`src/rtl/pipe_ctrl_pkg.sv`:
```
// rtl/pipe_ctrl_pkg.sv - shared stall bus types, stage indices, stall patterns and helpers
//
// Purpose: one place for the stall bus width and type, the pipeline stage
// index names and the canonical stall patterns used by the pipeline
// controller and its priority encoder. The redirect FSM encoding is kept
// local to pipe_ctrl.
package pipe_ctrl_pkg;

  localparam int STALL_W = 6;
  localparam int PC_W    = 32;
  localparam int CNT_W   = 32;

  typedef logic [STALL_W-1:0] stall_bus_t;

  // Bit k of the stall bus holds stage k.
  typedef enum int unsigned {
    STG_PC     = 0,
    STG_IF_ID  = 1,
    STG_ID_EX  = 2,
    STG_EX_MEM = 3,
    STG_MEM_WB = 4,
    STG_WB     = 5
  } stage_e;

  // A stall raised by a stage freezes that stage and everything upstream of
  // it. Write-back never stalls, so bit 5 is zero in every pattern.
  localparam stall_bus_t STALL_NONE = 6'b000000;
  localparam stall_bus_t STALL_IF   = 6'b000011;
  localparam stall_bus_t STALL_ID   = 6'b000111;
  localparam stall_bus_t STALL_EX   = 6'b001111;
  localparam stall_bus_t STALL_MEM  = 6'b011111;

  // Increment that sticks at all-ones instead of wrapping.
  function automatic logic [CNT_W-1:0] sat_inc(input logic [CNT_W-1:0] v);
    if (&v) begin
      return v;
    end
    return v + CNT_W'(1);
  endfunction

endpackage

```
`src/rtl/stall_prio_enc.sv`:
```
// rtl/stall_prio_enc.sv - combinational priority encoder from stage stall requests to stall bus
//
// Purpose: pick the deepest stage that is requesting a stall and emit the
// matching stall pattern. The deepest request wins because it already
// freezes every upstream stage.
// Ports:
//   if_req_i   - fetch not complete
//   id_req_i   - load-use hazard in decode
//   ex_req_i   - multi-cycle execute
//   mem_req_i  - memory access not complete
//   stall_o    - 6-bit stall bus, bit k holds stage k
module stall_prio_enc
  import pipe_ctrl_pkg::*;
(
  input  logic               if_req_i,
  input  logic               id_req_i,
  input  logic               ex_req_i,
  input  logic               mem_req_i,
  output logic [STALL_W-1:0] stall_o
);

  always_comb begin
    stall_o = STALL_NONE;
    if (mem_req_i) begin
      stall_o = STALL_MEM;
    end else if (ex_req_i) begin
      stall_o = STALL_EX;
    end else if (id_req_i) begin
      stall_o = STALL_ID;
    end else if (if_req_i) begin
      stall_o = STALL_IF;
    end
  end

endmodule

```
`src/rtl/pipe_ctrl.sv`:
```
// rtl/pipe_ctrl.sv - pipeline stall, flush and branch redirect controller
//
// Purpose: turns per-stage stall requests into the stall bus, squashes the
// front of the pipe on a taken branch, holds the branch redirect until the
// PC stage is free to take it, and keeps stall/flush performance counters.
// Ports:
//   clk, rst          - clock and synchronous active-high reset
//   if_stall_req      - fetch not complete
//   id_stall_req      - load-use hazard in decode
//   ex_stall_req      - multi-cycle execute
//   mem_stall_req     - memory access not complete
//   ex_b_flag_i       - taken branch/jump resolved in EX
//   ex_b_target_i     - redirect address paired with ex_b_flag_i
//   stall_state       - combinational stall bus, bit k holds stage k
//   flush_o           - squash if_id and id_ex contents
//   redirect_valid_o  - a PC redirect is pending
//   redirect_pc_o     - pending redirect target
//   stall_cycles_o    - saturating count of cycles with any stall
//   flush_count_o     - saturating count of accepted branches
module pipe_ctrl
  import pipe_ctrl_pkg::*;
(
  input  logic               clk,
  input  logic               rst,
  input  logic               if_stall_req,
  input  logic               id_stall_req,
  input  logic               ex_stall_req,
  input  logic               mem_stall_req,
  input  logic               ex_b_flag_i,
  input  logic [PC_W-1:0]    ex_b_target_i,
  output logic [STALL_W-1:0] stall_state,
  output logic               flush_o,
  output logic               redirect_valid_o,
  output logic [PC_W-1:0]    redirect_pc_o,
  output logic [CNT_W-1:0]   stall_cycles_o,
  output logic [CNT_W-1:0]   flush_count_o
);

  typedef enum logic {
    IDLE = 1'b0,
    PEND = 1'b1
  } redir_state_e;

  redir_state_e     state_q, state_d;
  logic [PC_W-1:0]  redirect_pc_q, redirect_pc_d;
  logic             flush_hold_q, flush_hold_d;
  logic [CNT_W-1:0] stall_cycles_q, stall_cycles_d;
  logic [CNT_W-1:0] flush_count_q, flush_count_d;
  logic             branch_accept;

  // Stall bus is purely combinational, so it tracks the requests even while
  // the sequential state is held in reset.
  stall_prio_enc u_stall_prio_enc (
    .if_req_i  (if_stall_req),
    .id_req_i  (id_stall_req),
    .ex_req_i  (ex_stall_req),
    .mem_req_i (mem_stall_req),
    .stall_o   (stall_state)
  );

  // Redirect FSM: a branch is only accepted when no redirect is outstanding;
  // a branch seen while one is pending is dropped so the first target sticks.
  always_comb begin
    state_d       = state_q;
    redirect_pc_d = redirect_pc_q;
    branch_accept = 1'b0;
    unique case (state_q)
      IDLE: begin
        if (ex_b_flag_i) begin
          branch_accept = 1'b1;
          redirect_pc_d = ex_b_target_i;
          state_d       = PEND;
        end
      end
      PEND: begin
        // The PC stage consumes the redirect on the first edge it is not held.
        if (!stall_state[STG_PC]) begin
          state_d = IDLE;
        end
      end
      default: begin
        state_d = IDLE;
      end
    endcase
  end

  // While id_ex is frozen the squashed instructions sit in place, so the
  // flush must outlive the one-cycle branch flag until id_ex moves again.
  // A new set in the same cycle wins over the clear.
  always_comb begin
    flush_hold_d = stall_state[STG_ID_EX] & (ex_b_flag_i | flush_hold_q);
  end

  always_comb begin
    stall_cycles_d = stall_cycles_q;
    flush_count_d  = flush_count_q;
    if (stall_state != STALL_NONE) begin
      stall_cycles_d = sat_inc(stall_cycles_q);
    end
    if (branch_accept) begin
      flush_count_d = sat_inc(flush_count_q);
    end
  end

  always_ff @(posedge clk) begin
    if (rst) begin
      state_q        <= IDLE;
      redirect_pc_q  <= '0;
      flush_hold_q   <= 1'b0;
      stall_cycles_q <= '0;
      flush_count_q  <= '0;
    end else begin
      state_q        <= state_d;
      redirect_pc_q  <= redirect_pc_d;
      flush_hold_q   <= flush_hold_d;
      stall_cycles_q <= stall_cycles_d;
      flush_count_q  <= flush_count_d;
    end
  end

  assign flush_o          = ex_b_flag_i | flush_hold_q;
  assign redirect_valid_o = (state_q == PEND);
  assign redirect_pc_o    = redirect_pc_q;
  assign stall_cycles_o   = stall_cycles_q;
  assign flush_count_o    = flush_count_q;

endmodule

```
`config.mk`:
```
export PLATFORM = sky130hd
export DESIGN_NAME = pipe_ctrl
export DESIGN_NICKNAME = d
export VERILOG_FILES = /design/src/rtl/pipe_ctrl_pkg.sv /design/src/rtl/stall_prio_enc.sv /design/src/rtl/pipe_ctrl.sv
export SDC_FILE = /design/constraint.sdc
export NUM_CORES = 1
export LEC_CHECK = 0
export ABC_AREA = 1
export BUFFER_PORTS_ARGS = -buffer_cell sky130_fd_sc_hd__buf_2
export CAP_MARGIN = 20
export CORE_UTILIZATION = 31
export CTS_CLUSTER_SIZE = 8
export DETAILED_ROUTE_END_ITERATION = 10
export SYNTH_ARGS = -nofsm -noshare
export SYNTH_HDL_FRONTEND = slang
export SYNTH_HIERARCHICAL = 1
export SYNTH_SLANG_ARGS = --single-unit
export TNS_END_PERCENT = 5
```
`constraint.sdc`:
```
create_clock -name clk -period 1.6 [get_ports clk]
set_input_delay 0.32 -clock clk [delete_from_list [all_inputs] [get_ports clk]]
set_output_delay 0.32 -clock clk [all_outputs]
set_load 0.05 [all_outputs]
```
==> results.tsv, run 1 <==
stage	metric	value	unit
route	detail-routed net length per standard cell	12.85	um
die	number of core rows	46	
die	die extent in y	128.9	um
setup_path	depth of the worst register-to-register path	8	
logic_synthesis	sequential area share after synthesis	39.32	%
logic_synthesis	synthesized area per cell	6.356	sq um
finish	total number of nets in the final design	1029	
sta	post-route setup slack	86.63	ps
setup_path	Critical Path Start Type	flop	
die	Die X	128.9	um
sta	minimum clock period after layout	1513	ps
logic_synthesis	Synthesized Nets	826	
logic_synthesis	synth warn	6	
logic_synthesis	library cell with the highest instance count after synthesis	sky130_fd_sc_hd__nor2_1	
route	number of routed nets with antenna violations	0	
finish	sequential standard cell area	2052	sq um
clocking	# clock sinks	98	
route	vias per inst	4.645	
setup_path	required time of the critical path	1850	ps
outcome	status	completed	
logic_synthesis	number of library cell types mapped by synthesis	27	
placed_design	pre-CTS WS	-151.3	ps
global_routing	global-route wire length before repair	24620	um
setup_path	maximum fanout encountered on the critical timing path	18	
job	max capacitance violation total	0	
logic_synthesis	Post-Syn Area	4990	sq um
finish	Layout Area Growth over Synthesis	43.51	%
sta	share of the cycle needed by the critical path after routing	94.59	%
route	number of vias in the routed layout	5616	
die	die area	16610	sq um
finish	FILL cells	1683	
sta	count of final hold-check violations	0	
sta	largest clock skew in the final design	8.967	ps
setup_path	type of destination of the critical path	flop	
clocking	clock root buffer	sky130_fd_sc_hd__clkbuf_16	
logic_synthesis	area share of the largest cell type after synthesis	39.32	%
finish	Multi-input gate area	2963	sq um
finish	layout cell share with drive strength beyond 1	37.87	%
sta	setup tns final	0	ps
global_routing	via count of the first global-routing pass	4838	
finish	final core utilization	45.41	%
finish	antenna diode count	0	
die	io pins	143	
power	Power per Cell Area	751.9	nW/um^2
logic_synthesis	number of synthesized register bits	98	
route	DRT iter0 DRCs	400	
die	Initial Utilization	31.64	%
sta	Slew Limit Fails	0	
min_path	min-delay worst type	input port to flop	
logic_synthesis	most used flip-flop cell after synthesis	sky130_fd_sc_hd__dfxtp_1	
clocking	CTS tree	done	
logic_synthesis	top cell types by occurrence after synthesis	sky130_fd_sc_hd__nor2_1 (216), sky130_fd_sc_hd__nand2_1 (167), sky130_fd_sc_hd__dfxtp_1 (98)	
logic_synthesis	cell types with the largest area share after synthesis	sky130_fd_sc_hd__dfxtp_1 (39%), sky130_fd_sc_hd__nor2_1 (16%), sky130_fd_sc_hd__nand2_1 (13%)	
sta	RSZ-0062 raised after global routing	yes	
sta	Setup-failing EPs final	0	
global_routing	initial antenna violation count	0	
clocking	count of hold-fix buffers inserted at cts	0	
global_routing	overflow left after global routing	0	
setup_path	destination of the worst register-to-register timing path	stall_cycles_o[28]	
setup_path	worst setup path class	flop to flop	
clocking	insertion delay of the later-clocked pin in the worst-skew pair	360	ps
placed_design	half-perimeter wire length after placement	11550	um
clocking	total number of H-tree levels	3	
setup_path	source of the critical timing path	stall_cycles_o[25]	
global_routing	gr usage total	19.01	%
logic_synthesis	share of synthesized flip-flops with an asynchronous set or reset	0	%
route	DR DRC count	0	
die	core outline area	15770	sq um
setup_path	Data arrival, critical path	1760	ps
power	total leakage power	3.272	nW
clocking	clock tree buffer depth	2	
logic_synthesis	EDFF count, synth	0	
global_routing	maximum number of pins on one net before global-route repair	44	
logic_synthesis	cell count after synthesis	785	
setup_path	worst setup path endpoint	stall_cycles_o[28]	
route	total length of routed wires	15530	um
sta	Fmax	660.8	MHz
placed_design	Final Wtd Congestion	0.8445	
placed_design	count of input and output buffers	141	
setup_path	Critical R2R Launch	stall_cycles_o[25]	
clocking	post-CTS clock slew at the launch and capture registers of the worst setup and hold paths	70	ps
power	worst IR drop on VDD	0.4871	mV
clocking	Num CTS Buffers	9	
setup_path	setup slack of the worst register-to-register path	90	ps
route	number of search-and-repair iterations in the first detailed-routing pass	5	
logic_synthesis	cell type contributing the most total cell area after synthesis	sky130_fd_sc_hd__dfxtp_1	
-- cell type report --
class / count / area share [%]
Clock buffer: 11 / 3.250
Tap cell: 216 / 3.774
Timing Repair Buffer: 222 / 19.62
Clock inverter: 5 / 0.4368
Multi-Input combinational cell: 602 / 41.38
Inverter: 55 / 2.883
Sequential cell: 98 / 28.66
-- metal layers --
metal | vias to the layer above | GRT usage, % | wire [um]
met1 | 2550 | 25.11 | 7202
met2 | 130 | 30.68 | 7381
met4 | 0 | 7.889 | 301
li1 | 2915 | - | -
met3 | 21 | 3.160 | 646
met5 | - | 0 | 0
-- state kept, by name, indices dropped and copies added (netlist names) --
register,count
redirect_pc_o,32
flush_count_o,32
flush_hold_q,1
redirect_valid_o,1
stall_cycles_o,32
-- stage by stage --
step	power [mW]	instance area [sq um]	instances	hold WS (ps)
after floorplan	3.160	5142	785	436.4
after global placement	3.377	6591	1189	450.3
after CTS	5.450	6905	1206	199.1
after detailed placement	3.382	6591	1189	458.5
final	5.384	7161	1209	211.7
after global routing	5.607	7161	1209	207.5
-- placed cells by master (no fill, tap or decap), types with 12 or more instances in the layout --
cell type and count:
sky130_fd_sc_hd__nor2_1 187, sky130_fd_sc_hd__nand2_2 13, sky130_fd_sc_hd__a21oi_1 49, sky130_fd_sc_hd__nand2_1 155
sky130_fd_sc_hd__inv_1 49, sky130_fd_sc_hd__buf_2 141, sky130_fd_sc_hd__nor2_2 24, sky130_fd_sc_hd__nand3_1 73
sky130_fd_sc_hd__nor2_4 15, sky130_fd_sc_hd__dfxtp_2 48, sky130_fd_sc_hd__buf_4 72, sky130_fd_sc_hd__dfxtp_1 42
sky130_fd_sc_hd__a21oi_2 12, sky130_fd_sc_hd__nand4_1 14, sky130_fd_sc_hd__o21ai_0 34
-- cells by family (layout without fill, tap and decap cells) --
group                    count (synthesis)  after routing  share of synthesized area [%]
XOR/XNOR                                 5              5                         0.8776
AND/OR/NAND/NOR                        495            496                          41.37
other                                    1              1                        0.07515
adder cells (fa/ha/maj)                  2              2                         0.5014
AO/OA/AOI/OAI                           98             98                          10.36
buffers and inverters                   86            293                          7.498
flip-flops                              98             98                          39.32
-- worst min path at each step --
stage                                 start                end  cells after the start
final                     ex_b_target_i[13]  redirect_pc_o[13]                      3
after CTS                 ex_b_target_i[30]  redirect_pc_o[30]                      3
after detailed placement       flush_hold_q       flush_hold_q                      2
after global placement         flush_hold_q       flush_hold_q                      2
after floorplan                flush_hold_q       flush_hold_q                      2
after global routing      ex_b_target_i[29]  redirect_pc_o[29]                      3
-- power breakdown --
| part | switching, mW | internal [mW] | leakage, nW |
|---|---|---|---|
| clock | 0.999 | 1.05 | 0.121 |
| sequential | 0.0445 | 2.51 | 0.829 |
| combinational | 0.557 | 0.221 | 2.32 |
| total | 1.60 | 3.78 | 3.27 |
-- worst max-delay path, cell delays in order, from the launching register on --
cell and delay [ps]:
sky130_fd_sc_hd__dfxtp_2 340, sky130_fd_sc_hd__nand2_1 70, sky130_fd_sc_hd__nor2_1 170, sky130_fd_sc_hd__nand2_1 120
sky130_fd_sc_hd__nor2_4 180, sky130_fd_sc_hd__nand3_2 150, sky130_fd_sc_hd__buf_12 180, sky130_fd_sc_hd__a21oi_1 140
sky130_fd_sc_hd__nor2_1 60
-- repair_timing --
action | CTS | global route
cloned | 1 | 1
endpoints found under the setup margin | 37 | 73
pin swaps | 3 | 13
setup buffers | 0 | 2
resized for setup | 13 | 61
Power figures use the tool's default switching activity.
==> inputs of run 2 (changes only) <==
Settings changed: ABC_AREA 1 to not set.
==> results.tsv, run 2 <==
stage	metric	value	unit	change
outcome	status	finished with violations		
outcome	violations in the final reports	negative setup slack		
min_path	min-delay worst type	input port to flop		
finish	Layout Area Growth over Synthesis	54.17	%	
setup_path	Data arrival, critical path	2390	ps	+630 ps
sta	setup tns final	-16990	ps	-16990 ps
logic_synthesis	share of synthesized flip-flops with an asynchronous set or reset	0	%	unchanged
power	total leakage power	3.044	nW	-7.0%
logic_synthesis	library cell with the highest instance count after synthesis	sky130_fd_sc_hd__dfxtp_1		
sta	largest clock skew in the final design	9.239	ps	+0.2723 ps
logic_synthesis	number of synthesized register bits	98		unchanged
power	Power per Cell Area	748.2	nW/um^2	-0.50%
setup_path	crit-path cells	buf_6, or4_4, or4_4, buf_6, o211ai_1, a211oi_2, nand4_1, mux2_4		
placed_design	Post-DP Area	6395	sq um	-3.0%
global_routing	maximum number of pins on one net before global-route repair	39		-11%
die	die extent in y	122.9	um	-4.7%
sta	Fmax	464.6	MHz	-30%
logic_synthesis	synthesized area per cell	8.296	sq um	+31%
logic_synthesis	most used flip-flop cell after synthesis	sky130_fd_sc_hd__dfxtp_1		
global_routing	via count of the first global-routing pass	4789		-1.0%
sta	Slew Limit Fails	0		unchanged
sta	RSZ-0062 raised after global routing	yes		
die	Die X	122.9	um	-4.7%
setup_path	max incr delay on CP	560	ps	+220 ps
power	net switching power figure	1.449	mW	-9.5%
setup_path	Critical Path Start Type	input port		
global_routing	global-route wire length before repair	22140	um	-10%
global_routing	overflow left after global routing	0		unchanged
setup_path	required time of the critical path	1830	ps	-20 ps
route	DR DRC count	0		unchanged
placed_design	half-perimeter wire length after placement	10410	um	-9.9%
logic_synthesis	cell type contributing the most total cell area after synthesis	sky130_fd_sc_hd__dfxtp_1		
placed_design	Final Wtd Congestion	0.8473		+0.33%
power	switching part of the total power	27.73	%	-2.0 points
clocking	CTS tree	done		
sta	slew at the pin closest to its max-slew limit	599.5	ps	
sta	minimum clock period after layout	2152	ps	+638.9 ps
logic_synthesis	Post-Syn Area	4529	sq um	-9.2%
sta	Slew HR	59.70	%	
job	max capacitance violation total	0		unchanged
power	relative contribution of combinational cells to total power	12.5	%	-1.9 points
logic_synthesis	Synthesized Nets	587		-29%
logic_synthesis	area share of the largest cell type after synthesis	43.31	%	+4.0 points
power	Tot Pwr	5.224	mW	-3.0%
logic_synthesis	EDFF count, synth	0		unchanged
power	Clock Power Share	39.0	%	+0.9 points
power	portion of total power attributed to sequential cells	48.5	%	+1.0 points
sta	count of final hold-check violations	0		unchanged
global_routing	gr usage total	18.61	%	-0.40 points
clocking	count of hold-fix buffers inserted at cts	0		unchanged
logic_synthesis	number of library cell types mapped by synthesis	53		+96%
power	Int Pwr	3.776	mW	-0.20%
finish	most frequent standard cell in the layout excluding fill and tap cells	sky130_fd_sc_hd__buf_2		
route	total length of routed wires	13970	um	-10%
sta	share of the cycle needed by the critical path after routing	134.5	%	+40 points
die	Initial Utilization	32.26	%	+0.61 points
route	detail-routed net length per standard cell	14.05	um	+9.4%
clocking	insertion delay of the later-clocked pin in the worst-skew pair	350	ps	about the same
power	worst IR drop on VDD	0.4542	mV	-6.8%
setup_path	crit path max-delay cell type	sky130_fd_sc_hd__or4_4		
clocking	clock root buffer	sky130_fd_sc_hd__clkbuf_16		
logic_synthesis	top cell types by occurrence after synthesis	sky130_fd_sc_hd__dfxtp_1 (98), sky130_fd_sc_hd__nand2_1 (89), sky130_fd_sc_hd__a21oi_1 (71)		
setup_path	top cell family by delay on the critical path	simple AND/OR/NAND/NOR gates		
logic_synthesis	cell types with the largest area share after synthesis	sky130_fd_sc_hd__dfxtp_1 (43%), sky130_fd_sc_hd__a21oi_1 (7.8%), sky130_fd_sc_hd__nand2_1 (7.4%)		
clocking	# clock sinks	98		unchanged
setup_path	maximum fanout encountered on the critical timing path	3		-15
route	number of routed nets with antenna violations	0		unchanged
route	number of vias in the routed layout	4995		-11%
logic_synthesis	synth warn	6		unchanged
clocking	total number of H-tree levels	3		unchanged
setup_path	type of destination of the critical path	flop		
finish	total number of nets in the final design	851		-17%
setup_path	Buffers & Inverters on Critical Path	2		+1
logic_synthesis	sequential area share after synthesis	43.31	%	+4.0 points
logic_synthesis	cell count after synthesis	546		-30%
finish	post-route cell area	6983	sq um	-2.5%
die	number of core rows	43		-6.5%
die	io pins	143		unchanged
finish	antenna diode count	0		unchanged
sta	post-route setup slack	-552.2	ps	-638.9 ps
clocking	post-CTS clock slew at the launch and capture registers of the worst setup and hold paths	70	ps	about the same
setup_path	worst setup path class	input port to flop		
finish	leading cell types in the layout, fill and taps excluded	sky130_fd_sc_hd__buf_2 (135), sky130_fd_sc_hd__buf_4 (133), sky130_fd_sc_hd__nand2_1 (89)		
route	number of search-and-repair iterations in the first detailed-routing pass	4		-1
clocking	clock tree buffer depth	2		unchanged
route	DRT iter0 DRCs	202		-50%
die	die area	15100	sq um	-9.1%
route	vias per inst	5.025		+8.2%
placed_design	count of input and output buffers	141		unchanged
die	core outline area	14040	sq um	-11%
global_routing	initial antenna violation count	0		unchanged
sta	Setup-failing EPs final	56		+56
clocking	Num CTS Buffers	9		unchanged
finish	layout cell share with drive strength beyond 1	45.58	%	+7.7 points
==> run 2: cell type report <==
type,instances,area [sq um]
timing repair buffer,280,1822
sequential,98,1983
multi-input combinational,413,2653
clock buffer,10,239.0
clock inverter,5,31.28
tap,180,225.2
inverter,8,30.03
fill,1382,7059
==> run 2: final timing paths <==
path,slack [ps],start,cells after the start,endpoint
worst max register to register,-410,stall_cycles_o[29],6,stall_cycles_o[25]
worst max-delay path,-550,if_stall_req,8,stall_cycles_o[22]
worst min register to register,450,redirect_pc_o[15],2,redirect_pc_o[15]
worst min-delay path,200,ex_b_target_i[22],3,redirect_pc_o[22]
==> run 2: timing repair <==
action | 4_1_cts | 5_1_grt
pin swaps | 20 | 11
buffers inserted | 1 | 0
gates resized for setup | 49 | 35
gates cloned | 1 | 0
endpoints found under the setup margin | 67 | 66
==> run 2: power by group through the flow <==
stage | registers (mW) | logic, mW | clock network [mW]
after global placement | 2.59 | 0.629 | 0
after global routing | 2.54 | 0.704 | 2.19
after detailed placement | 2.59 | 0.639 | 0
final | 2.54 | 0.653 | 2.04
after CTS | 2.54 | 0.649 | 2.09
after floorplan | 2.82 | 0.205 | 0
==> run 2: cells by family (layout without fill, tap and decap cells) <==
| group | after synthesis | after routing | synth area share (%) |
|---|---|---|---|
| AO/OA/AOI/OAI | 128 | 129 | 17.24 |
| flip-flops | 98 | 98 | 43.31 |
| adder cells (fa/ha/maj) | 2 | 2 | 0.5524 |
| multiplexers | 9 | 9 | 2.182 |
| buffers and inverters | 36 | 303 | 3.729 |
| AND/OR/NAND/NOR | 258 | 258 | 30.19 |
| other | 1 | 1 | 0.08279 |
| XOR/XNOR | 14 | 14 | 2.707 |
==> run 2: worst min-delay path, stage by stage <==
cell                      delay, ps
sky130_fd_sc_hd__buf_2           90
sky130_fd_sc_hd__nand2_1         40
sky130_fd_sc_hd__a21oi_1         50
==> run 2: through the flow <==
stage               utilization [%]  instances  worst slack, ps  hold WS (ps)
finish                        49.73        994           -552.2         201.2
global route                  49.73        994           -605.0         192.6
CTS                           48.80        994           -537.2         186.7
detailed placement            45.54        977           -992.8         447.9
global placement              45.54        977           -956.5         438.7
floorplan                         -        546            -1082         456.0
==> run 2: routing by layer <==
layer / global-route usage (%) / routed length (um)
met4: 6.098 / 254
met2: 32.30 / 6865
met3: 5.158 / 727
met5: 0 / 0
met1: 21.96 / 6119
==> inputs of run 3 (changes only) <==
Settings changed: ABC_AREA set to 1, CORE_ASPECT_RATIO set to 1.5, PLACE_DENSITY set to 0.56.
==> results.tsv, run 3 (same netlist as run 1, synthesis figures left out) <==
stage	metric	value	unit	change
sta	minimum clock period after layout	1563	ps	-589.3 ps
placed_design	Final Wtd Congestion	0.8785		+3.7%
setup_path	maximum fanout encountered on the critical timing path	5		+2
global_routing	maximum number of pins on one net before global-route repair	62		+59%
route	number of search-and-repair iterations in the first detailed-routing pass	4		unchanged
route	detail-routed net length per standard cell	13.65	um	-2.8%
route	total length of routed wires	16260	um	+16%
clocking	insertion delay of the later-clocked pin in the worst-skew pair	350	ps	about the same
power	worst IR drop on VDD	0.4271	mV	-6.0%
finish	FILL cells	1733		+25%
power	Tot Pwr	5.530	mW	+5.9%
placed_design	placed cells	1172		+20%
route	DR DRC count	0		unchanged
global_routing	global-route wire length before repair	25900	um	+17%
finish	layout cell share with drive strength beyond 1	37.15	%	-8.4 points
sta	share of the cycle needed by the critical path after routing	97.69	%	-37 points
global_routing	via count of the first global-routing pass	5207		+8.7%
power	switching part of the total power	29.01	%	+1.3 points
global_routing	initial antenna violation count	0		unchanged
placed_design	half-perimeter wire length after placement	12370	um	+19%
setup_path	type of destination of the critical path	flop		
clocking	total number of H-tree levels	3		unchanged
global_routing	gr usage total	20.04	%	+1.4 points
sta	RSZ-0062 raised after global routing	yes		
sta	Fmax	639.8	MHz	+38%
sta	Slew Limit Fails	0		unchanged
die	Die X	105.6	um	-14%
clocking	post-CTS clock slew at the launch and capture registers of the worst setup and hold paths	70	ps	about the same
min_path	min-delay worst type	input port to flop		
outcome	status	completed		
power	total leakage power	3.244	nW	+6.5%
die	core outline area	15700	sq um	+12%
min_path	critical hold path startpoint	ex_b_target_i[31]		
power	net switching power figure	1.604	mW	+11%
finish	most frequent standard cell in the layout excluding fill and tap cells	sky130_fd_sc_hd__nor2_1		
die	Initial Utilization	31.79	%	-0.46 points
finish	total number of nets in the final design	1024		+20%
finish	final core utilization	45.17	%	-4.6 points
power	Int Pwr	3.926	mW	+4.0%
power	Power per Cell Area	780.1	nW/um^2	+4.3%
setup_path	Data arrival, critical path	1800	ps	-590 ps
clocking	Num CTS Buffers	9		unchanged
setup_path	crit path max-delay cell type	sky130_fd_sc_hd__dfxtp_4		
setup_path	Critical Path Start Type	flop		
setup_path	worst setup path class	flop to flop		
setup_path	source of the critical timing path	flush_count_o[1]		
setup_path	max incr delay on CP	370	ps	-190 ps
sta	count of final hold-check violations	0		unchanged
die	die extent in y	157.4	um	+28%
setup_path	crit-path cells	ha_4, nand3_4, nor2_4, nand4_1, nor2_2, nand3_1, nand2_1, nor2_1		
power	Clock Power Share	39.9	%	+0.9 points
die	die area	16620	sq um	+10%
power	portion of total power attributed to sequential cells	46.3	%	-2.2 points
route	DRT iter0 DRCs	211		+4.5%
route	number of routed nets with antenna violations	0		unchanged
route	number of vias in the routed layout	5628		+13%
sta	Setup-failing EPs final	0		-100%
finish	non-filler cells, final	1191		+20%
global_routing	overflow left after global routing	0		unchanged
die	number of core rows	56		+30%
setup_path	setup slack of the worst register-to-register path	40	ps	+450 ps
power	relative contribution of combinational cells to total power	13.8	%	+1.3 points
sta	setup tns final	0	ps	+16990 ps
clocking	clock tree buffer depth	2		unchanged
sta	largest clock skew in the final design	9.447	ps	+0.2078 ps
setup_path	Critical R2R Launch	flush_count_o[1]		
clocking	CTS tree	done		
finish	leading cell types in the layout, fill and taps excluded	sky130_fd_sc_hd__nor2_1 (183), sky130_fd_sc_hd__nand2_1 (158), sky130_fd_sc_hd__buf_2 (141)		
job	max capacitance violation total	0		unchanged
finish	antenna diode count	0		unchanged
placed_design	count of input and output buffers	141		unchanged
setup_path	required time of the critical path	1840	ps	about the same
clocking	clock root buffer	sky130_fd_sc_hd__clkbuf_16		
route	vias per inst	4.725		-6.0%
die	io pins	143		unchanged
finish	Layout Area Growth over Synthesis	42.08	%	
clocking	# clock sinks	98		unchanged
==> run 3: metrics by stage <==
step	setup slack (ps)	hold WS (ps)	cell area [sq um]
finish	37.01	216.7	7089
global route	-82.71	221.5	7089
CTS	4.112	201.0	6909
detailed placement	-146.4	457.7	6558
global placement	-126.8	447.8	6558
floorplan	-113.0	436.4	5142
==> run 3: what timing repair did <==
item                       4_1_cts  5_1_grt
resized for setup               13       48
hold buffers                     0        0
setup endpoints to repair       28       64
pin swaps                        4       11
gates cloned                     0        0
setup buffers                    0        3
==> run 3: critical path, delay by kind of cell, from the launching register on <==
family / cells / cell delay, ps
adder cells (fa/ha/maj): 1 / 150
flip-flops: 1 / 370
AND/OR/NAND/NOR: 7 / 930
==> run 3: layer usage <==
layer | vias up | share of wire, % | global-route usage, %
li1 | 2912 | - | -
met1 | 2545 | 39 | 20.86
met2 | 136 | 54 | 37.91
met3 | 35 | 3.3 | 3.313
met4 | 0 | 3.6 | 11.18
met5 | - | 0 | 0
==> run 3: final cells by class <==
cell class | instances | area (sq um) | share of cell area, %
clock inverter | 4 | 33.78 | 0.4765
clock buffer | 12 | 267.8 | 3.777
multi-input combinational | 601 | 2910 | 41.05
inverter | 55 | 206.4 | 2.912
sequential | 98 | 2047 | 28.87
tap | 203 | 254.0 | 3.583
timing repair buffer | 218 | 1370 | 19.33
==> run 3: power groups by stage <==
| stage | Clock, mW | Sequential (mW) | Combinational [mW] |
|---|---|---|---|
| after floorplan | 0 | 2.90 | 0.259 |
| after global placement | 0 | 2.61 | 0.756 |
| after detailed placement | 0 | 2.62 | 0.760 |
| after CTS | 2.28 | 2.56 | 0.765 |
| after global routing | 2.38 | 2.57 | 0.819 |
| final | 2.21 | 2.56 | 0.763 |
==> run 3: worst paths after layout <==
kind | to | cells past startpoint
worst min register to register | flush_hold_q | 2
worst min-delay path | redirect_pc_o[31] | 3
worst max-delay path | flush_count_o[26] | 8
worst max register to register | flush_count_o[26] | 8
